[config.mk]
export PLATFORM = sky130hd
export DESIGN_NAME = pc_ctrl
export DESIGN_NICKNAME = d
export VERILOG_FILES = /design/src/rtl/pc_ctrl.sv
export SDC_FILE = /design/constraint.sdc
export NUM_CORES = 1
export LEC_CHECK = 0
export CAP_MARGIN = 30
export CORE_MARGIN = 2
export CORE_UTILIZATION = 40
export CTS_CLUSTER_SIZE = 30
export DETAILED_ROUTE_END_ITERATION = 12
export HOLD_SLACK_MARGIN = 0.02
export MAX_ROUTING_LAYER = met4
export PLACE_DENSITY = 0.88
export SYNTH_ARGS = -nofsm -noshare
export SYNTH_HDL_FRONTEND = slang
export SYNTH_SLANG_ARGS = --single-unit
[constraint.sdc]
create_clock -name clock_i -period 4.14 [get_ports clock_i]
set_input_delay 0.621 -clock clock_i [delete_from_list [all_inputs] [get_ports clock_i]]
set_output_delay 0.621 -clock clock_i [all_outputs]
set_load 0.02 [all_outputs]
[src/rtl/pc_ctrl.sv]
// pc_ctrl: control-side partner of the program counter.
// Sequences the start-address load after reset/restart, resolves BZ/JMP
// instructions from fetch against a registered zero flag, and flushes the
// fetch slots that follow a taken branch.
// Optional feature macro: PC_CTRL_TAKEN_CNT_EN (taken-branch counter on
// taken_cnt_o; tied to zero when undefined).
// Handshake: instr_valid_i qualifies instr_i for exactly the cycle it is high;
// there is no back-pressure, and instructions presented outside RUN are dropped.
module pc_ctrl #(
    parameter logic [7:0] START_ADDR   = 8'h00,
    parameter int         START_CYCLES = 2,
    parameter int         FLUSH_CYCLES = 2
) (
    input  logic        clock_i,
    input  logic        reset_n_i,
    input  logic        restart_i,
    input  logic        instr_valid_i,
    input  logic [8:0]  instr_i,
    input  logic        flag_we_i,
    input  logic        flag_d_i,
    output logic        start_o,
    output logic [7:0]  startadd_o,
    output logic        branchf_o,
    output logic        branchb_o,
    output logic [7:0]  target_o,
    output logic        flush_o,
    output logic        zero_o,
    output logic [15:0] taken_cnt_o
);

    typedef enum logic [1:0] {
        IDLE  = 2'd0,
        START = 2'd1,
        RUN   = 2'd2,
        FLUSH = 2'd3
    } state_t;

    // Counters are loaded with cycles-1 and the state ends when they hit 0.
    localparam logic [3:0] START_LOAD = 4'(START_CYCLES - 1);
    localparam logic [3:0] FLUSH_LOAD = (FLUSH_CYCLES == 0) ? 4'd0 : 4'(FLUSH_CYCLES - 1);
    localparam logic       FLUSH_EN   = (FLUSH_CYCLES != 0);

    // state_q is the debug-visible FSM state for checkers.
    state_t     state_q, state_d;
    logic [3:0] cnt_q, cnt_d;

    logic       is_jmp, is_bz, restart_go, taken;
    logic       start_d, flush_d, branchf_d, branchb_d, zero_d;
    logic [7:0] target_d;

    // Branch decode: restart always wins over a branch in the same cycle.
    always_comb begin
        is_jmp     = (instr_i[8:6] == 3'b111);
        is_bz      = (instr_i[8:6] == 3'b110);
        restart_go = restart_i && (state_q != IDLE);
        taken      = (state_q == RUN) && instr_valid_i && !restart_go &&
                     (is_jmp || (is_bz && zero_o));
    end

    // State register with the shared start/flush down-counter.
    always_ff @(posedge clock_i or negedge reset_n_i) begin
        if (!reset_n_i) begin
            state_q <= IDLE;
            cnt_q   <= 4'd0;
        end else begin
            state_q <= state_d;
            cnt_q   <= cnt_d;
        end
    end

    // Next-state logic.
    always_comb begin
        state_d = state_q;
        cnt_d   = cnt_q;
        case (state_q)
            IDLE: begin
                state_d = START;
                cnt_d   = START_LOAD;
            end
            START: begin
                if (cnt_q == 4'd0) state_d = RUN;
                else               cnt_d   = cnt_q - 4'd1;
            end
            RUN: begin
                if (taken && FLUSH_EN) begin
                    state_d = FLUSH;
                    cnt_d   = FLUSH_LOAD;
                end
            end
            FLUSH: begin
                if (cnt_q == 4'd0) state_d = RUN;
                else               cnt_d   = cnt_q - 4'd1;
            end
            default: begin
                state_d = IDLE;
                cnt_d   = 4'd0;
            end
        endcase
        if (restart_go) begin
            state_d = START;
            cnt_d   = START_LOAD;
        end
    end

    // Output logic: next values of the registered outputs.
    always_comb begin
        start_d   = (state_d == START);
        flush_d   = (state_d == FLUSH);
        branchf_d = taken && !instr_i[5];
        branchb_d = taken && instr_i[5];
        target_d  = taken ? {3'b000, instr_i[4:0]} : target_o;
        zero_d    = (flag_we_i && (state_q != IDLE)) ? flag_d_i : zero_o;
    end

    // Output registers; nothing reaches an output combinationally.
    always_ff @(posedge clock_i or negedge reset_n_i) begin
        if (!reset_n_i) begin
            start_o    <= 1'b0;
            startadd_o <= START_ADDR;
            branchf_o  <= 1'b0;
            branchb_o  <= 1'b0;
            target_o   <= 8'h00;
            flush_o    <= 1'b0;
            zero_o     <= 1'b0;
        end else begin
            start_o    <= start_d;
            startadd_o <= START_ADDR;
            branchf_o  <= branchf_d;
            branchb_o  <= branchb_d;
            target_o   <= target_d;
            flush_o    <= flush_d;
            zero_o     <= zero_d;
        end
    end

`ifdef PC_CTRL_TAKEN_CNT_EN
    logic [15:0] taken_cnt_q;

    // Taken-branch counter, wraps naturally; only reset clears it.
    always_ff @(posedge clock_i or negedge reset_n_i) begin
        if (!reset_n_i)  taken_cnt_q <= 16'h0000;
        else if (taken)  taken_cnt_q <= taken_cnt_q + 16'd1;
    end

    assign taken_cnt_o = taken_cnt_q;
`else
    assign taken_cnt_o = 16'h0000;
`endif

endmodule

Yosys cells after proc, flatten, opt, wreduce, memory -nomap -nowiden --
Cells that the tools add are included.
Operators by class: add/sub/neg operators 1, eq/ne operators 9, muxes and demuxes 8, reduce and logical (&&, ||, !) cells 16
Operators by type and width (count):
- 4-bit two-way mux | 3
- 4-bit case mux with 3 select lines | 1
- 1-bit logical AND | 8
- 2-bit == test (second input constant) | 3
- 3-bit == test (second input constant) | 2
- 2-bit two-way mux | 3
- 3-bit inequality test (second input constant) | 2
- 2-bit case mux with 3 select lines | 1
- 2-bit by 1-bit == test with 1-bit output (second input constant) | 2
- 4-bit zero test | 1
- 4-bit by 1-bit subtractor with 4-bit output (second input constant) | 1
- 1-bit zero test | 2
- 2-bit zero test | 1
- 2-bit AND reduction | 1
- 2-bit nonzero test | 1
- 2-bit OR reduction | 1
- 1-bit logical OR | 1
Storage, ports and cells: flip-flop bits (word level) 16, bits of input ports 15

Depth between registers and ports, before layout --
depth after elaboration 9, mapped depth 5, gate-level depth less buffers 5

Worst setup path after synthesis --
No wires, ideal clock.
path type input to register, start in instr_i[6], end reg target_o[0], setup time 0.125 ns, arrival time 1.465 ns, slack 2.550 ns, stages 4, cells stage by stage o2111a_2 and3b_1 buf_6 mux2_4
Between the ends: word-level cells in the longest chain between the ends 4, elaborated cells on any way between the ends 5
Ends and longest elaborated chain:
- start: declaration | line 18 | input logic [8:0] instr_i,
- 3-bit == test | line 54 | is_bz = (instr_i[8:6] == 3'b110);
- 1-bit logical AND | line 57 | (is_jmp || (is_bz && zero_o));
- 1-bit logical OR * | line 57
- 1-bit logical AND * | line 56 | taken = (state_q == RUN) && instr_valid_i && !restart_go &&
- end signal: assignment | line 130 | target_o <= target_d;
- end: declaration | line 25 | output logic [7:0] target_o,
Every way passes the cells marked *; elsewhere a longest branch is shown, timed or not. A chain may end at the register's enable or synchronous reset.

Worst setup path in the final report --
start in restart_i, end reg target_o[0]
Between the ends: word-level cells in the longest chain between the ends 4
Ends and longest elaborated chain:
- start: declaration | line 16 | input logic restart_i,
- 1-bit logical AND | line 55 | restart_go = restart_i && (state_q != IDLE);
- 1-bit zero test | line 56
- 1-bit logical AND (2 in series) | line 56
No other way between the ends.

==> results.ini <==
[outcome]
outcome=finished clean

[sta]
fin_worst_skew_ns=0.002319
max_freq_ghz=0.5203
finalCritPeriodShare_pct=46.42
hold_violations=0
grt_setup_unrepaired=false
post-route-min-period_ns=1.922
slew_headroom_pct=53.39
drv_slew=0
worst_pin_slew_ns=0.6969
finalSetupTns_ns=0
setup_viol=0
final.setup.worst_slack_ns=2.218

[min_path]
hold-path-endpoint=cnt_q[1]
worstHoldPathType=reg2reg
hp-start=cnt_q[1]
hold_depth=1

[yosys]
synth_warnings=0
yosysMostFrequentCell=buf_4
synthFlopType=dfrtp_1
synthArstFlopShare_pct=100.0
syn-mean-instance-area_um2=11.28
synth-seq-cells=16
synth.largest_area_cell=dfrtp_1
synth_edf_count=0
yosysUniqueCellTypes=28
synthesis.area_um2=924.6
yosys.area.top_type_share_pct=43.30
ys_top_cells_by_count=buf_4 (27), dfrtp_1 (16), mux2_4 (5)
synth_cells=82
ys_seq_area_share_pct=43.30
yosys-top-cells-area=dfrtp_1 (43%), buf_4 (22%), mux2_4 (8.1%), ha_1 (2.7%), nor2b_1 (2.0%)

[drt]
drt_iter0_markers=4
postRouteAntennaNets=0
wl_um=1527
dr.pass1.iters=4
remaining_drc_errors=0
num_vias=596
vias_per_cell=4.382
wl_per_cell_um=11.23

[power_and_ir_drop]
p_leak_nw=0.5583
p_clk_share_pct=19.1
combPwrFrac_pct=37.8
swShare_pct=34.54
power.total_mw=0.5240
ir_drop_v=0.0001946
p_switching_mw=0.1810
power_density_mw_per_mm2=467.9
intPower_mw=0.3430
seq_power_share_pct=43.1

[place]
dp.cells=132
gp_congestion=0.7674
dp_hpwl_um=1213
pre_cts_ws_ns=1.928
post_dp_cell_area_mm2=0.001084
io_buffer_count=24

[setup_path]
crit_family=simple AND/OR/NAND/NOR gates
r2r-end=cnt_q[2]
cp_max_fo=8
cp_slowest_stage_delay_ns=0.45
crit_arrival_ns=2.10
worstPathCellList=clkdlybuf4s50_1, and2b_1, and3b_1, mux2_4
crit-reg2reg-launch=cnt_q[0]
cp-start-kind=input pin
rr_worst_depth=5
slowest_stage=clkdlybuf4s50_1
path_class=in2reg
cp_num_buf_inv=1
ff2ff_setup_slack_ns=2.58
crit_path_end_kind=flip-flop
cp.required_ns=4.32

[global_route]
grt_pass1_vias=530
grt.total_usage_pct=12.61
grt_pass1_wl_um=2380
overflow=0
antenna_found_initial=0
grt_max_degree=17

[floorplanning]
core_area_mm2=0.002191
die_w_um=52.08
rows=17
die_h_um=52.08
initial_core_util_pct=42.20
dieArea_mm2=0.002712
num_io_pins=52

[clocking]
cts.clk_slew.worst_paths_ns=0.09
h-tree-depth=1
cts_hold_buf=0
cts_root_buffer=clkbuf_4
post_cts_buffers=0
cts_inserted_buffers=3
cts.path.max_buffers=2
cts_resized=0
insertion_delay_ns=0.28
tritoncts=built
clock_sinks=16

[finish]
syn2layout_area_growth_pct=21.11
nNetsFinal=126
seqCellArea_um2=400.4
final_cells=136
drive_gt1_share_pct=10.19
fin_area_mm2=0.001120
n_fill_cell=206
multi_input_area_um2=392.9
antenna_cells=0

[flow_run]
cap_violations=0

[worst register-to-register path, cell delays in order, from the launching register on]
cell and delay [ns]:
dfrtp_1 0.41, inv_1 0.09, ha_1 0.18, nor3b_1 0.40, nor2_1 0.12, a22o_1 0.24
[how the worst max path moves through the flow]
stage / startpoint / endpoint / slack, ns / cells after the start
global route: zero_o / zero_o / 2.16 / 1
floorplan: instr_i[6] / target_o[0] / 2.55 / 4
finish: restart_i / target_o[0] / 2.22 / 4
CTS: zero_o / zero_o / 2.21 / 1
global placement: restart_i / target_o[2] / 1.99 / 4
detailed placement: restart_i / target_o[3] / 1.93 / 4
[registers in the layout (all words and copies together), names as in the netlist]
register / flops
zero_o: 1
branchf_o: 1
cnt_q: 4
start_o: 1
branchb_o: 1
target_o: 5
state_q: 2
flush_o: 1
[metrics by stage]
| step | hold slack (ns) | util, % |
|---|---|---|
| 2_1_floorplan | 0.3254 | - |
| 3_3_place_gp | 0.4795 | 49.46 |
| 3_5_place_dp | 0.4866 | 49.46 |
| 4_1_cts | 0.5081 | 51.11 |
| 5_1_grt | 0.5397 | 51.11 |
| 6_report | 0.5034 | 51.11 |
[layout by cell type (no fill, tap or decap), types with 2 or more instances in the layout]
cell type | netlist | routed
conb_1 | 1 | 27
clkdlybuf4s50_1 | 0 | 24
dfrtp_1 | 16 | 16
mux2_4 | 5 | 5
inv_1 | 4 | 4
nor2b_1 | 3 | 3
clkbuf_4 | 0 | 3
or3b_1 | 2 | 2
o22ai_1 | 2 | 2
a21o_1 | 2 | 2
ha_1 | 2 | 2
[final cells by class]
cell class | instances | share of cell area (%)
repair buffers | 24 | 21.45
inverters | 4 | 1.341
flip-flops and latches | 16 | 35.75
clock buffers | 4 | 3.240
multi-input cells | 60 | 35.08
well taps | 28 | 3.129
[cells by family after synthesis]
logic type / after synthesis / synth area share (%)
flops: 16 / 43.30
other cells: 1 / 0.4056
simple gates: 14 / 10.15
compound gates: 10 / 8.253
mux: 7 / 10.42
fa+ha+maj: 2 / 2.706
buf+inv: 32 / 24.76
[metal layers]
layer | GRT usage, % | up-vias | routed length, um
li1 | - | 274 | -
met1 | 12.14 | 279 | 556
met2 | 21.94 | 36 | 769
met3 | 3.448 | 7 | 137
met4 | 8.333 | 0 | 63
met5 | - | - | 0
[power by group through the flow]
| stage | combinational (mW) | clock, mW | sequential, mW |
|---|---|---|---|
| floorplan | 0.131 | 0 | 0.241 |
| global placement | 0.190 | 0 | 0.225 |
| detailed placement | 0.197 | 0 | 0.228 |
| CTS | 0.199 | 0.105 | 0.225 |
| global route | 0.216 | 0.115 | 0.231 |
| finish | 0.198 | 0.100 | 0.226 |
No activity file was read; power rests on OpenSTA's default activity.
